===== src/rtl/elbeth_lsu.sv =====
// Load/store unit between the EXS stage and the data-memory port.
// One request in flight: IDLE accepts, BUSY holds the bus strobe until the memory
// answers (or the timeout expires), RESP emits a single done or exception pulse.
module elbeth_lsu #(
  parameter int unsigned XLEN      = 32,
  parameter int unsigned TIMEOUT   = 16,
  parameter int unsigned TIMEOUT_W = 8
) (
  input  logic                clk,
  input  logic                rst,
  input  logic                exs_req,
  input  logic                exs_we,
  input  logic [XLEN-1:0]     exs_addr,
  input  logic [XLEN-1:0]     exs_w_data,
  input  logic [1:0]          exs_size,
  input  logic                exs_signed,
  input  logic                exs_kill,
  output logic [XLEN-1:0]     dmem_addr,
  output logic                dmem_en,
  output logic [XLEN/8-1:0]   dmem_wr,
  output logic [XLEN-1:0]     dmem_w_data,
  input  logic [XLEN-1:0]     dmem_r_data,
  input  logic                dmem_ready,
  input  logic                dmem_error,
  output logic                lsu_stall,
  output logic                lsu_done,
  output logic [XLEN-1:0]     lsu_rd_data,
  output logic                lsu_exc,
  output logic [1:0]          lsu_exc_code,
  output logic [XLEN-1:0]     lsu_exc_addr
);

  localparam int unsigned NB   = XLEN / 8;
  localparam int unsigned OFFW = $clog2(NB);

  localparam logic [1:0] ExcMisaligned = 2'b01;
  localparam logic [1:0] ExcBus        = 2'b10;
  localparam logic [1:0] ExcTimeout    = 2'b11;

  typedef enum logic [1:0] {StIdle, StBusy, StResp} state_e;

  state_e                 state_q;
  logic [TIMEOUT_W-1:0]   cnt_q;
  logic                   kill_q;
  logic [1:0]             size_q;
  logic                   signed_q;
  logic                   we_q;

  logic                   accept;
  logic                   misaligned;
  logic [OFFW-1:0]        off;
  logic [NB-1:0]          lanes;
  logic [XLEN-1:0]        w_rep;
  logic [XLEN-1:0]        r_shift;
  logic [XLEN-1:0]        load_ext;
  logic                   timeout_hit;
  logic                   kill_now;

  assign accept      = exs_req & ~exs_kill;
  assign off         = exs_addr[OFFW-1:0];
  assign timeout_hit = (TIMEOUT != 0) && (cnt_q == TIMEOUT_W'(TIMEOUT - 1));
  // A kill in the exit cycle itself must still suppress the response pulse.
  assign kill_now    = kill_q | exs_kill;

  assign lsu_stall = ((state_q == StIdle) & accept & ~misaligned) | (state_q == StBusy);

  // Alignment check: address must be a multiple of the access size; dword needs XLEN=64.
  always_comb begin
    case (exs_size)
      2'b00:   misaligned = 1'b0;
      2'b01:   misaligned = exs_addr[0];
      2'b10:   misaligned = |exs_addr[1:0];
      default: misaligned = (XLEN == 32) || (|exs_addr[2:0]);
    endcase
  end

  // Byte-lane enables: 2**size consecutive lanes starting at the byte offset.
  always_comb begin
    int nbytes;
    nbytes = 1 << exs_size;
    lanes  = '0;
    for (int j = 0; j < int'(NB); j++) begin
      if (j >= int'(off) && j < int'(off) + nbytes) lanes[j] = 1'b1;
    end
  end

  // Store data replicated so the right bytes appear on whichever lanes are enabled.
  always_comb begin
    case (exs_size)
      2'b00:   w_rep = {NB{exs_w_data[7:0]}};
      2'b01:   w_rep = {(XLEN/16){exs_w_data[15:0]}};
      2'b10:   w_rep = {(XLEN/32){exs_w_data[31:0]}};
      default: w_rep = exs_w_data;
    endcase
  end

  // Load alignment and extension using the latched offset, size and signedness.
  always_comb begin
    r_shift = dmem_r_data >> {dmem_addr[OFFW-1:0], 3'b000};
    case (size_q)
      2'b00:   load_ext = signed_q ? XLEN'($signed(r_shift[7:0]))  : XLEN'(r_shift[7:0]);
      2'b01:   load_ext = signed_q ? XLEN'($signed(r_shift[15:0])) : XLEN'(r_shift[15:0]);
      2'b10:   load_ext = signed_q ? XLEN'($signed(r_shift[31:0])) : XLEN'(r_shift[31:0]);
      default: load_ext = r_shift;
    endcase
  end

  // Request FSM with registered bus and response outputs.
  always_ff @(posedge clk or posedge rst) begin
    if (rst) begin
      state_q      <= StIdle;
      cnt_q        <= '0;
      kill_q       <= 1'b0;
      size_q       <= 2'b00;
      signed_q     <= 1'b0;
      we_q         <= 1'b0;
      dmem_addr    <= '0;
      dmem_en      <= 1'b0;
      dmem_wr      <= '0;
      dmem_w_data  <= '0;
      lsu_done     <= 1'b0;
      lsu_rd_data  <= '0;
      lsu_exc      <= 1'b0;
      lsu_exc_code <= 2'b00;
      lsu_exc_addr <= '0;
    end else begin
      lsu_done    <= 1'b0;
      lsu_exc     <= 1'b0;
      lsu_rd_data <= '0;
      case (state_q)
        StIdle: begin
          if (accept) begin
            if (misaligned) begin
              // Rejected before reaching the bus; EXS is not stalled.
              lsu_exc      <= 1'b1;
              lsu_exc_code <= ExcMisaligned;
              lsu_exc_addr <= exs_addr;
            end else begin
              dmem_addr   <= exs_addr;
              dmem_en     <= 1'b1;
              dmem_wr     <= exs_we ? lanes : '0;
              dmem_w_data <= w_rep;
              size_q      <= exs_size;
              signed_q    <= exs_signed;
              we_q        <= exs_we;
              cnt_q       <= '0;
              kill_q      <= 1'b0;
              state_q     <= StBusy;
            end
          end
        end
        StBusy: begin
          if (dmem_error || dmem_ready || timeout_hit) begin
            dmem_en <= 1'b0;
            dmem_wr <= '0;
            state_q <= StResp;
            if (dmem_error) begin
              lsu_exc      <= ~kill_now;
              lsu_exc_code <= ExcBus;
              lsu_exc_addr <= dmem_addr;
            end else if (dmem_ready) begin
              lsu_done    <= ~kill_now;
              lsu_rd_data <= (we_q || kill_now) ? '0 : load_ext;
            end else begin
              lsu_exc      <= ~kill_now;
              lsu_exc_code <= ExcTimeout;
              lsu_exc_addr <= dmem_addr;
            end
          end else begin
            cnt_q  <= cnt_q + TIMEOUT_W'(1);
            kill_q <= kill_now;
          end
        end
        StResp: begin
          kill_q  <= 1'b0;
          state_q <= StIdle;
        end
        default: state_q <= StIdle;
      endcase
    end
  end

endmodule

===== config.mk =====
export PLATFORM = sky130hd
export DESIGN_NAME = elbeth_lsu
export DESIGN_NICKNAME = d
export VERILOG_FILES = /design/src/rtl/elbeth_lsu.sv
export SDC_FILE = /design/constraint.sdc
export NUM_CORES = 1
export LEC_CHECK = 0
export ABC_CLOCK_PERIOD_IN_PS = 4970
export CORE_MARGIN = 4
export CORE_UTILIZATION = 45
export DETAILED_ROUTE_END_ITERATION = 7
export GPL_TIMING_DRIVEN = 0
export PLACE_DENSITY_LB_ADDON = 0.05
export SYNTH_ARGS = -nofsm -noshare
export SYNTH_HDL_FRONTEND = slang
export SYNTH_SLANG_ARGS = --single-unit
export TNS_END_PERCENT = 30

===== constraint.sdc =====
create_clock -name clk -period 4.97 [get_ports clk]
set_input_delay 0.497 -clock clk [delete_from_list [all_inputs] [get_ports clk]]
set_output_delay 0.497 -clock clk [all_outputs]
set_load 0.02 [all_outputs]

-- Word level (Yosys, flattened, before mapping)
Index checks and enable logic that the tools add are counted.
- flip-flop bits (word level): 152
- output and inout bits: 138
- bits of input ports: 106
- reductions and logical operators: 18
- shift operators: 2
- muxes and demuxes: 57
- equal/unequal tests: 12
- $lt $le $gt $ge: 7
- bitwise operators: 8
- $add $sub $neg: 2
- operators by type and width (operator ; count):
    two-way mux 32 bit ; 12
    case mux 32 bit (2 select lines) ; 3
    less-than comparator 3 x 32 -> 1 bit (first input constant) ; 2
    adder 3 x 32 -> 32 bit ; 1
    less-than comparator 1 x 32 -> 1 bit (first input constant) ; 1
    less-than comparator 2 x 32 -> 1 bit (first input constant) ; 1
    left shift 1 x 2 -> 32 bit (first input constant) ; 1
    >> shifter 32 x 5 -> 32 bit ; 1
    two-way mux 8 bit ; 3
    two-way mux 1 bit ; 19
    two-way mux 2 bit ; 8
    two-way mux 4 bit ; 4
    case mux 8 bit (2 select lines) ; 1
    AND reduction 4 bit ; 3
    adder 8 x 1 -> 8 bit (second input constant) ; 1
    == test 8 x 4 -> 1 bit (second input constant) ; 1
    != test 2 bit (second input constant) ; 4
    case mux 2 bit (2 select lines) ; 2
    case mux 4 bit (2 select lines) ; 1
    == test 2 x 1 -> 1 bit (second input constant) ; 3
    logical NOT 2 bit ; 3
    case mux 1 bit (3 select lines) ; 2
    AND reduction 3 bit ; 2
    AND reduction 5 bit ; 1
    other kinds (14) ; 26

-- Longest topological paths before layout
Gate-level depths: netlist of the first run.
- depth in word-level cells: 9
- depth in mapped cells: 9
- gate-level depth less buffers: 7

-- Worst setup path before layout of the first run
No wires, ideal clock.
- kind: input to register
- start: input exs_size[1]
- end: register dmem_wr[0]
- required time: 4.848 ns
- cell stages on the path: 8
- arrival time: 2.521 ns
- library setup time: 0.122 ns
- path slack: 2.327 ns
- path buffers: 1
- cell sequence: clkbuf_1 nor2_1 ha_1 ha_1 xnor2_1 nand3_1 or3_1 a32o_1
- cells in the longest elaborated chain, start to end: 9
- ends and longest elaborated chain (item ; RTL line ; source):
    start, declared ; 15 ; input logic [1:0] exs_size,
    left shift 1 x 2 -> 32 bit ; 80 ; nbytes = 1 << exs_size;
    adder 3 x 32 -> 32 bit ; 83 ; if (j >= int'(off) && j < int'(off) + nbytes) lanes[j] = 1'b1;
    less-than comparator 1 x 32 -> 1 bit ; 83 ;
    logical AND 1 bit ; 83 ;
    two-way mux 1 bit ; 83 ;
    two-way mux 4 bit ; 141 ; dmem_wr <= exs_we ? lanes : '0;
    two-way mux 4 bit ; 133 ; if (misaligned) begin
    two-way mux 4 bit ; 132 ; if (accept) begin
    case mux 4 bit (2 select lines) ; 130 ; case (state_q)
    end signal, assigned ; 141 ;
    end, declared ; 20 ; output logic [XLEN/8-1:0] dmem_wr,
Several ways; a longest one is shown, not always the timed one. The select of a mux whose other input is x is not followed.
A chain may end at the register's enable or synchronous reset.

-- Worst setup path in the final report of the first run
Same ends and word-level chain as after synthesis.

==> results of run 1 <==
stage by stage:
stage	TNS, ns	worst slack (ns)	instances	hold slack, ns	util (%)
detailed placement	0	1.376	1191	0.4631	63.85
CTS	0	1.816	1223	0.4568	68.04
finish	0	1.796	1223	0.4776	68.04
global route	0	1.641	1223	0.5066	68.04
global placement	-287.29	-1.901	1190	0.4593	63.64
floorplan	0	0.3799	738	0.4569	-
layout make-up:
type / instances / area, µm²
Buffer: 46 / 207.7
Clock buffer: 21 / 470.5
Clock inverter: 11 / 167.7
Fill cell: 1276 / 4877
Inverter: 4 / 20.02
Multi-Input combinational cell: 536 / 3008
Sequential cell: 152 / 3804
Tap cell: 211 / 264.0
Timing Repair Buffer: 242 / 2440
routing by layer:
metal / vias to the layer above / track usage [%] / wire, µm
li1: 2999 / - / -
met1: 2976 / 31.26 / 8913
met2: 219 / 38.97 / 10090
met3: 27 / 6.806 / 1592
met4: 0 / 7.794 / 385
met5: - / 0 / 0
power breakdown:
| group | internal [µW] | leakage [µW] | switching, µW |
|---|---|---|---|
| logic | 714 | 0.00252 | 767 |
| registers | 1490 | 0.00194 | 155 |
| clock network | 882 | 0.000310 | 513 |
| total | 3090 | 0.00477 | 1430 |
worst max-delay path: stages:
cell and delay (ns):
clkdlybuf4s50_1 0.50, clkbuf_1 0.27, nor2_1 0.77, ha_1 0.32, ha_1 0.22, xnor2_1 0.14
nand3_1 0.16, or3_1 0.34, a32o_1 0.25
state kept, by name, indices dropped and copies added, names as in the netlist, 2 cells and up:
name          count
dmem_wr           4
size_q            2
lsu_exc_code      2
dmem_addr        32
lsu_exc_addr     32
cnt_q             8
state_q           2
lsu_rd_data      32
dmem_w_data      32
cell families (layout without fill, tap and decap cells):
kind of cell,Yosys count,in the layout
and+or+nand+nor,336,336
DFF,152,152
AOI/OAI and AO/OA,120,120
muxes,74,74
buffers and inverters,50,324
adders and majority gates,3,3
xor gates and xnor gates,3,3
path summary, 6_finish.rpt:
kind,from,end,slack [ns],cells after the start
setup / recovery,exs_size[1],dmem_wr[0],1.80,9
hold / removal,dmem_w_data[24],dmem_w_data[24],0.48,2
setup reg to reg,state_q[1],dmem_w_data[1],2.50,6
hold reg to reg,dmem_w_data[24],dmem_w_data[24],0.48,2
max in group asynchronous,rst,signed_q,3.60,3
min in group asynchronous,rst,lsu_rd_data[21],0.53,2
cells in the final DEF, fill, tap and decap left out, types with 2 or more instances in the layout:
master	instances
or4_1	5
buf_6	4
mux2i_1	42
o31ai_1	4
clkinv_2	3
buf_1	6
a32o_1	2
a21oi_1	25
ha_1	3
o21ai_0	47
mux2_1	2
dfrtp_1	152
nand2b_1	6
clkbuf_8	3
inv_6	3
mux2_2	30
buf_2	4
clkbuf_1	33
clkinvlp_4	2
nand2_1	258
o211ai_1	3
a21o_1	12
nor2b_1	11
clkdlybuf4s50_1	241
and2_1	8
or4b_1	2
nand3_1	7
xnor2_1	2
nor2_1	23
bufinv_16	4
inv_1	3
o21a_1	4
or3_1	9
clkbuf_16	17
a211oi_1	14
==> qor.csv, run 1 <==
stage,metric,value,unit
outcome,status,finished clean,
critical_path,CP Data Arrival Time,3.48,ns
logic_synthesis,commonest cells in the netlist,"nand2_1, dfrtp_1, o21ai_0",
final_layout,fin area,10380,µm²
logic_synthesis,Yosys cell types,45,
sta,crit share post-route,63.86,%
route,Residual DRC,0,
sta,RSZ-0062 raised after global routing,false,
placed_design,GP Congestion,0.8056,
placed_design,DP Area,9743,µm²
clock_tree,Post-CTS Resized,0,
clock_tree,CTS Root Cell,clkbuf_16,
logic_synthesis,Mapped Cells,738,
route,Post-Route WL,20980,µm
logic_synthesis,most frequent cell after synthesis,nand2_1,
clock_tree,CTS Buffer Depth,2,
route,routed via count,6221,
power_and_ir_drop,leakage power,0.004771,µW
clock_tree,latest clock arrival within the worst-skew pair,0.42,ns
logic_synthesis,sequential fraction of the synthesis area,54.07,%
run,maxcap violations,0,
final_layout,share of layout cells above drive strength 1,7.510,%
placed_design,PortBufs,241,
global_routing,first-pass GRT wire length,33880,µm
clock_tree,TritonCTS clock tree,yes,
logic_synthesis,"top cells by area, synth","dfrtp_1, nand2_1, mux2i_1",
sta,Fin Clk Skew,0.007669,ns
critical_path,startpoint types,input pin,
route,Avg Vias per Cell,5.087,
critical_path,Worst setup EP type,register,
logic_synthesis,largest family of logic cells by synthesized area,simple AND/OR/NAND/NOR gates,
final_layout,antenna diode count,0,
global_routing,initial antenna violation count,0,
global_routing,total gr overflow,0,
logic_synthesis,Syn Area/Cell,9.531,µm²
critical_path,CP Max Fanout,10,
hold_path,Hold Crit Class,register to register,
floorplan,initial cell density of the core,46.10,%
route,Starting DRT DRC Count,402,
floorplan,core region area,15260,µm²
logic_synthesis,Post-Synth XOR/XNOR Area,0.3735,%
logic_synthesis,post-synth top area share,54.07,%
clock_tree,H-tree levels,4,
floorplan,Die Height,133.0,µm
logic_synthesis,Synthesized Nets,847,
floorplan,die footprint,17700,µm²
logic_synthesis,"EDFF count, synth",0,
floorplan,die width,133.0,µm
global_routing,largest net degree at the start of global routing,97,
sta,Final setup viols,0,
sta,final slew viol count,0,
logic_synthesis,post-synthesis register bit count,152,
route,Antenna Violating Nets Remaining,0,
logic_synthesis,Post-Synth Simple-Gate Area,20.03,%
logic_synthesis,Post-Syn Area,7034,µm²
final_layout,Layout area overhead,47.58,%
clock_tree,CTS Hold Buffers Added,0,
sta,Hold Fails Final Rpt,0,
sta,Tightest Pin Transition,0.9161,ns
power_and_ir_drop,worst vdd ir,255.6,µV
floorplan,I/O Pins,244,
power_and_ir_drop,final total power,4520,µW
sta,crit path time final,3.174,ns
logic_synthesis,mux share of post-synthesis cell area,11.10,%
route,Initial DRT Pass Iterations,5,
sta,max frequency,315.1,MHz
global_routing,vias in the first global route,6408,
global_routing,gr usage total,24.04,%
logic_synthesis,adder-cell share of the synthesized area,0.5336,%
clock_tree,Post-CTS Repair Setup Buffers,0,
floorplan,Site Rows,45,
logic_synthesis,"Top FF cell, synth",dfrtp_1,
clock_tree,Clock Sinks,152,
logic_synthesis,asr flop ratio synth,100.0,%
route,wire per inst,17.16,µm
power_and_ir_drop,pwr dens,435.4,nW/µm²
clock_tree,CTS clock-pin slew for the worst setup and hold paths,0.06,ns
logic_synthesis,Ys Warns,0,
sta,Worst slew margin,38.70,%
logic_synthesis,Compound-Gate Fraction of Synth Area,10.73,%
critical_path,data required time at the worst endpoint,5.27,ns
logic_synthesis,largest area contributor in the netlist,dfrtp_1,
final_layout,fin nets,1108,
clock_tree,CTS buffer count,17,
placed_design,HPWL Detailed,15130,µm
critical_path,critical path class,input pin to register,
(Power assumes the default switching activity.)
==> run 2, diff against run 1 <==
--- a/config.mk
+++ b/config.mk
@@ -5,9 +5,9 @@
 export SDC_FILE = /design/constraint.sdc
 export NUM_CORES = 1
 export LEC_CHECK = 0
-export ABC_CLOCK_PERIOD_IN_PS = 4970
+export ABC_CLOCK_PERIOD_IN_PS = 2700
 export CORE_MARGIN = 4
-export CORE_UTILIZATION = 45
+export CORE_UTILIZATION = 41
 export DETAILED_ROUTE_END_ITERATION = 7
 export GPL_TIMING_DRIVEN = 0
 export PLACE_DENSITY_LB_ADDON = 0.05
==> constraint.sdc (replaced) <==
create_clock -name clk -period 2.7 [get_ports clk]
set_input_delay 0.27 -clock clk [delete_from_list [all_inputs] [get_ports clk]]
set_output_delay 0.27 -clock clk [all_outputs]
set_load 0.02 [all_outputs]
==> run 2 against run 1 <==
Effect of this change: non-clock buffer count grew 3; combinational power grew 84%; via count shrank 1.4%; hold slack worse by 0.25 ns; sequential share of layout area shrank 0.18 points; die area increased by 9.2%.
==> qor.csv, run 2 (synthesis gave the netlist of run 1 again) <==
stage,metric,value,unit
outcome,status,finished clean,
power_and_ir_drop,pwr dens,789.2,nW/µm²
critical_path,Crit path top cell by count,clkdlybuf4s50_1,
route,Residual DRC,0,
floorplan,die footprint,19320,µm²
route,wire per inst,17.14,µm
floorplan,Die Height,139.0,µm
route,Initial DRT Pass Iterations,5,
global_routing,grt met2 use,35.41,%
critical_path,FF-to-FF path depth,6,
power_and_ir_drop,Logic pwr share,33.1,%
final_layout,"commonest non-fill, non-tap cell in the layout",nand2_1,
global_routing,largest net degree at the start of global routing,42,
critical_path,critical path cell sequence,clkdlybuf4s50_1 > or3_1 > nand2_2 > o21a_1 > clkdlybuf4s50_1,
route,Starting DRT DRC Count,315,
global_routing,vias in the first global route,6324,
clock_tree,CTS Buffer Depth,2,
critical_path,critical path class,input pin to primary output,
power_and_ir_drop,leakage power,0.004774,µW
global_routing,initial antenna violation count,0,
critical_path,r2r setup slk,0.22,ns
power_and_ir_drop,worst vdd ir,442.6,µV
critical_path,CP Max Fanout,7,
critical_path,Worst setup EP type,primary output,
global_routing,Global Route met3 Usage,7.862,%
power_and_ir_drop,Sequential Power Share,36.7,%
clock_tree,TritonCTS clock tree,yes,
power_and_ir_drop,clock share of power,30.2,%
hold_path,Hold Crit Class,input pin to register,
floorplan,core region area,16700,µm²
global_routing,GR Layer Usage met1,29.09,%
final_layout,fin nets,1111,
power_and_ir_drop,Sw Pwr,2639,µW
clock_tree,Post-CTS Repair Setup Buffers,0,
global_routing,first-pass GRT wire length,34550,µm
floorplan,initial cell density of the core,42.12,%
critical_path,Stages on worst setup path,5,
global_routing,most used routing layer,met2,
power_and_ir_drop,cell internal pwr,5596,µW
placed_design,GP Congestion,0.8160,
critical_path,cell family with most CP delay,buffers and inverters,
power_and_ir_drop,Sw Share,32.04,%
global_routing,gr usage total,22.31,%
clock_tree,latest clock arrival within the worst-skew pair,0.43,ns
placed_design,HPWL Detailed,15770,µm
critical_path,Worst path slowest cell,clkdlybuf4s50_1,
floorplan,Site Rows,47,
critical_path,Crit path buffers/inverters,2,
critical_path,reg2reg start,state_q[1],
floorplan,I/O Pins,244,
sta,max frequency,390.3,MHz
sta,Fin Clk Skew,0.01107,ns
route,Post-Route WL,21170,µm
final_layout,share of layout cells above drive strength 1,7.980,%
critical_path,startpoint types,input pin,
final_layout,antenna diode count,0,
route,Antenna Violating Nets Remaining,0,
critical_path,data required time at the worst endpoint,2.43,ns
sta,RSZ-0062 raised after global routing,false,
final_layout,"leading cell types in the layout, fill and taps excluded","nand2_1, clkdlybuf4s50_1, dfrtp_1",
run,maxcap violations,0,
critical_path,CP Data Arrival Time,2.29,ns
critical_path,reg2reg end,lsu_exc_addr[0],
sta,crit path time final,2.562,ns
clock_tree,CTS Root Cell,clkbuf_16,
sta,Tightest Pin Transition,0.7241,ns
route,Avg Vias per Cell,4.965,
route,routed via count,6132,
global_routing,total gr overflow,0,
clock_tree,CTS clock-pin slew for the worst setup and hold paths,0.06,ns
sta,final slew viol count,0,
clock_tree,Clock Sinks,152,
clock_tree,CTS buffer count,17,
sta,crit share post-route,94.90,%
final_layout,Layout area overhead,48.33,%
critical_path,CP startpoint,exs_addr[0],
placed_design,PortBufs,241,
critical_path,delay of the slowest critical-path stage,0.63,ns
final_layout,fin area,10430,µm²
placed_design,DP Area,9806,µm²
sta,Final setup viols,0,
sta,Worst slew margin,51.73,%
final_layout,post-layout util,62.47,%
critical_path,crit path capture,lsu_stall,
sta,Hold Fails Final Rpt,0,
floorplan,die width,139.0,µm
clock_tree,H-tree levels,4,
==> run 2: cell types whose count changed in the layout (fill, tap and decap cells not counted), moves of 2 or more <==
cell,change
inv_6,-2
clkinv_2,-2
buf_12,+4
clkinvlp_4,+3
==> run 2: power groups by stage <==
| stage | combinational, µW | sequential (µW) | clock, µW |
|---|---|---|---|
| 2_1_floorplan | 828 | 3590 | 0 |
| 3_3_place_gp | 2710 | 3060 | 0 |
| 3_5_place_dp | 2750 | 3060 | 0 |
| 4_1_cts | 2750 | 3030 | 2530 |
| 5_1_grt | 2930 | 3100 | 2630 |
| 6_report | 2720 | 3030 | 2480 |
==> run 2: cell type report <==
class / count / area (µm²)
Fill cell: 1476 / 6267
Sequential cell: 152 / 3804
Multi-Input combinational cell: 536 / 3018
Timing Repair Buffer: 245 / 2492
Clock buffer: 22 / 474.2
Tap cell: 220 / 275.3
Buffer: 46 / 209.0
Clock inverter: 10 / 142.6
Inverter: 4 / 18.77
==> run 2: how the worst min path moves through the flow <==
stage	cells past startpoint	slack, ns	to	from
2_1_floorplan	1	0.35	lsu_exc_code[0]	dmem_error
6_report	3	0.23	dmem_addr[1]	exs_addr[1]
5_1_grt	3	0.25	dmem_addr[1]	exs_addr[1]
4_1_cts	3	0.21	dmem_addr[1]	exs_addr[1]
3_3_place_gp	2	0.46	dmem_w_data[5]	dmem_w_data[5]
3_5_place_dp	2	0.47	dmem_w_data[5]	dmem_w_data[5]
==> run 2: metrics by stage <==
stage / setup TNS (ns) / cells / total power [µW] / setup WS, ns / hold slack, ns
after floorplan: 0 / 738 / 4416 / 0.2840 / 0.3550
after global placement: -139.63 / 1199 / 5775 / -0.9131 / 0.4600
after detailed placement: -2.220 / 1203 / 5808 / -0.6854 / 0.4671
after CTS: 0 / 1235 / 8321 / 0.05982 / 0.2075
after global routing: 0 / 1235 / 8661 / 0.08082 / 0.2505
final: 0 / 1235 / 8234 / 0.1378 / 0.2313
==> run 2: tightest hold or removal path, stage by stage <==
cell,delay (ns)
clkbuf_1,0.19
nand2_1,0.10
nand2_1,0.05
==> run 2: repair_timing <==
action | 4_1_cts | 5_1_grt
setup endpoints to repair | 2 | 2
resized for setup | 1 | 4
pin swaps | 0 | 0
hold buffers | 0 | 0
==> run 2: per-layer routing <==
metal,share of wire (%),vias up
met1,43,2897
met3,8.2,25
li1,-,3008
met2,47,202
met5,0,-
met4,1.5,0
==> run 3, diff against run 2 <==
--- a/config.mk
+++ b/config.mk
@@ -6,7 +6,6 @@
 export NUM_CORES = 1
 export LEC_CHECK = 0
 export ABC_CLOCK_PERIOD_IN_PS = 2700
-export CORE_MARGIN = 4
 export CORE_UTILIZATION = 41
 export DETAILED_ROUTE_END_ITERATION = 7
 export GPL_TIMING_DRIVEN = 0
==> run 3 against run 2 <==
Effect of this change: total power increased by 1.9%; final cell count is the same; setup slack better by 0.017 ns; hold slack improved by 0.012 ns; sequential cell count unchanged; maximum frequency grew 0.66%; wire length shrank 5.5%; via count up 0.29%; non-clock buffer count did not move; sequential power is essentially flat; clock power grew 7%; sequential share of layout area is 0.12 points lower; critical path type is now input pin to register.
==> qor.csv, run 3 (synthesis gave the netlist of run 1 again) <==
stage,metric,value,unit
final_layout,final cell count without fillers,1235,
critical_path,Stages on worst setup path,9,
clock_tree,Clock Sinks,152,
run,maxcap violations,0,
final_layout,post-layout util,62.91,%
clock_tree,TritonCTS clock tree,yes,
clock_tree,latest clock arrival within the worst-skew pair,0.42,ns
sta,setup_tns,0,ns
critical_path,CP Data Arrival Time,2.85,ns
final_layout,Layout area overhead,48.83,%
clock_tree,H-tree levels,4,
floorplan,core region area,16640,µm²
global_routing,total gr overflow,0,
sta,crit path time final,2.545,ns
outcome,status,finished clean,
route,routed via count,6150,
final_layout,antenna diode count,0,
sta,Final setup viols,0,
clock_tree,CTS clock-pin slew for the worst setup and hold paths,0.06,ns
critical_path,cell family with most CP delay,buffers and inverters,
clock_tree,CTS Buffer Depth,2,
sta,Tightest Pin Transition,0.7733,ns
global_routing,vias in the first global route,6003,
power_and_ir_drop,leakage power,0.004806,µW
route,Starting DRT DRC Count,281,
route,Post-Route WL,20010,µm
critical_path,r2r setup slk,0.27,ns
sta,worst hold slack,0.2429,ns
global_routing,largest net degree at the start of global routing,35,
route,Initial DRT Pass Iterations,4,
final_layout,fin nets,1111,
clock_tree,Post-CTS Repair Setup Buffers,0,
final_layout,"commonest non-fill, non-tap cell in the layout",nand2_1,
global_routing,initial antenna violation count,0,
global_routing,Global Route met3 Usage,7.778,%
global_routing,gr usage total,23.50,%
critical_path,Crit path top cell by count,ha_1,
critical_path,CP Max Fanout,10,
floorplan,die footprint,17690,µm²
power_and_ir_drop,pwr dens,801.3,nW/µm²
final_layout,FILL cells,1471,
floorplan,die width,133.0,µm
critical_path,reg2reg end,lsu_exc_addr[16],
power_and_ir_drop,worst vdd ir,434.7,µV
floorplan,I/O Pins,244,
final_layout,"leading cell types in the layout, fill and taps excluded","nand2_1, clkdlybuf4s50_1, dfrtp_1",
critical_path,Worst path slowest cell,clkdlybuf4s50_1,
sta,RSZ-0062 raised after global routing,false,
placed_design,GP Congestion,0.8046,
route,Avg Vias per Cell,4.980,
critical_path,delay of the slowest critical-path stage,0.55,ns
placed_design,cell total after placement,1203,
critical_path,critical path cell sequence,clkdlybuf4s50_1 > clkbuf_1 > nor2_4 > ha_1 > ha_1 > o31ai_1 > nand3_1 > or3_1 > a32o_1,
critical_path,crit path capture,dmem_wr[0],
sta,final slew viol count,0,
global_routing,first-pass GRT wire length,32260,µm
sta,crit share post-route,94.27,%
global_routing,grt met2 use,36.27,%
route,Residual DRC,0,
placed_design,HPWL Detailed,14820,µm
critical_path,Worst setup EP type,register,
critical_path,CP startpoint,exs_size[1],
clock_tree,CTS Root Cell,clkbuf_16,
sta,fin worst setup slack,0.1547,ns
floorplan,Die Height,133.0,µm
sta,max frequency,392.9,MHz
hold_path,Hold Crit Class,input pin to register,
global_routing,GR Layer Usage met1,31.41,%
floorplan,Site Rows,47,
global_routing,most used routing layer,met2,
placed_design,PortBufs,241,
sta,Fin Clk Skew,0.007188,ns
critical_path,reg2reg start,state_q[1],
clock_tree,CTS buffer count,17,
critical_path,critical path class,input pin to register,
final_layout,share of layout cells above drive strength 1,7.783,%
route,wire per inst,16.21,µm
critical_path,Crit path buffers/inverters,2,
sta,Worst slew margin,48.45,%
sta,Hold Fails Final Rpt,0,
route,Antenna Violating Nets Remaining,0,
critical_path,FF-to-FF path depth,6,
placed_design,pre-CTS setup slack,-0.6304,ns
clock_tree,CTS Hold Buffers Added,0,
floorplan,initial cell density of the core,42.27,%
critical_path,data required time at the worst endpoint,3.01,ns
critical_path,startpoint types,input pin,
## run 3: changes by cell type in the layout (fill, tap and decap cells not counted)
| cell | before | now |
|---|---|---|
| bufinv_16 | 3 | 5 |
| clkbuf_1 | 33 | 34 |
| clkbuf_2 | 1 | 0 |
| clkbuf_8 | 3 | 2 |
| clkdlybuf4s50_1 | 241 | 240 |
| clkinv_2 | 1 | 2 |
| clkinv_4 | 1 | 0 |
| clkinvlp_4 | 5 | 3 |
| dlymetal6s2s_1 | 0 | 1 |
| inv_6 | 1 | 2 |
| nand2_1 | 257 | 258 |
| nand2_2 | 1 | 0 |
## run 3: tightest hold or removal path, delay by kind of cell
family / cells / cell delay (ns)
buffers and inverters: 1 / 0.19
and+or+nand+nor: 2 / 0.16
## run 3: power breakdown
part	total [µW]	internal (µW)	switching (µW)	leakage (µW)
logic	2700	1320	1380	0.00255
registers	3040	2740	297	0.00194
clock network	2650	1690	956	0.000314
total	8390	5760	2630	0.00481
## run 3: metal layers
| layer | vias up | routed length, µm |
|---|---|---|
| met5 | - | 0 |
| met4 | 0 | 250 |
| met3 | 20 | 1675 |
| met2 | 199 | 9261 |
| met1 | 2925 | 8827 |
| li1 | 3006 | - |
## run 3: worst min path at each step
stage,startpoint,endpoint,cells past startpoint
after floorplan,dmem_error,lsu_exc_code[0],1
after global placement,dmem_w_data[5],dmem_w_data[5],2
after detailed placement,dmem_w_data[6],dmem_w_data[6],2
after CTS,exs_addr[1],dmem_addr[1],3
after global routing,exs_addr[1],dmem_addr[1],3
final,exs_addr[1],dmem_addr[1],3
## run 3: metrics by stage
| step | instance area, µm² | power (µW) |
|---|---|---|
| final | 10470 | 8388 |
| after global placement | 9726 | 5754 |
| after global routing | 10470 | 8802 |
| after floorplan | 7038 | 4416 |
| after CTS | 10460 | 8464 |
| after detailed placement | 9806 | 5792 |
## run 3: layout make-up
class                   count  area (µm²)  area share [%]
inverters                   4       18.77          0.1793
well taps                 220       275.3           2.629
clock inverters            11       192.7           1.841
plain buffers              46       207.7           1.984
repair buffers            245        2495           23.83
multi-input cells         536        3015           28.80
clock buffers              21       460.4           4.398
flip-flops and latches    152        3804           36.33
## run 3: what timing repair did
item / 4_1_cts / 5_1_grt
endpoints found under the setup margin: 2 / 2
pin swaps: 0 / 0
gates resized for setup: 1 / 2
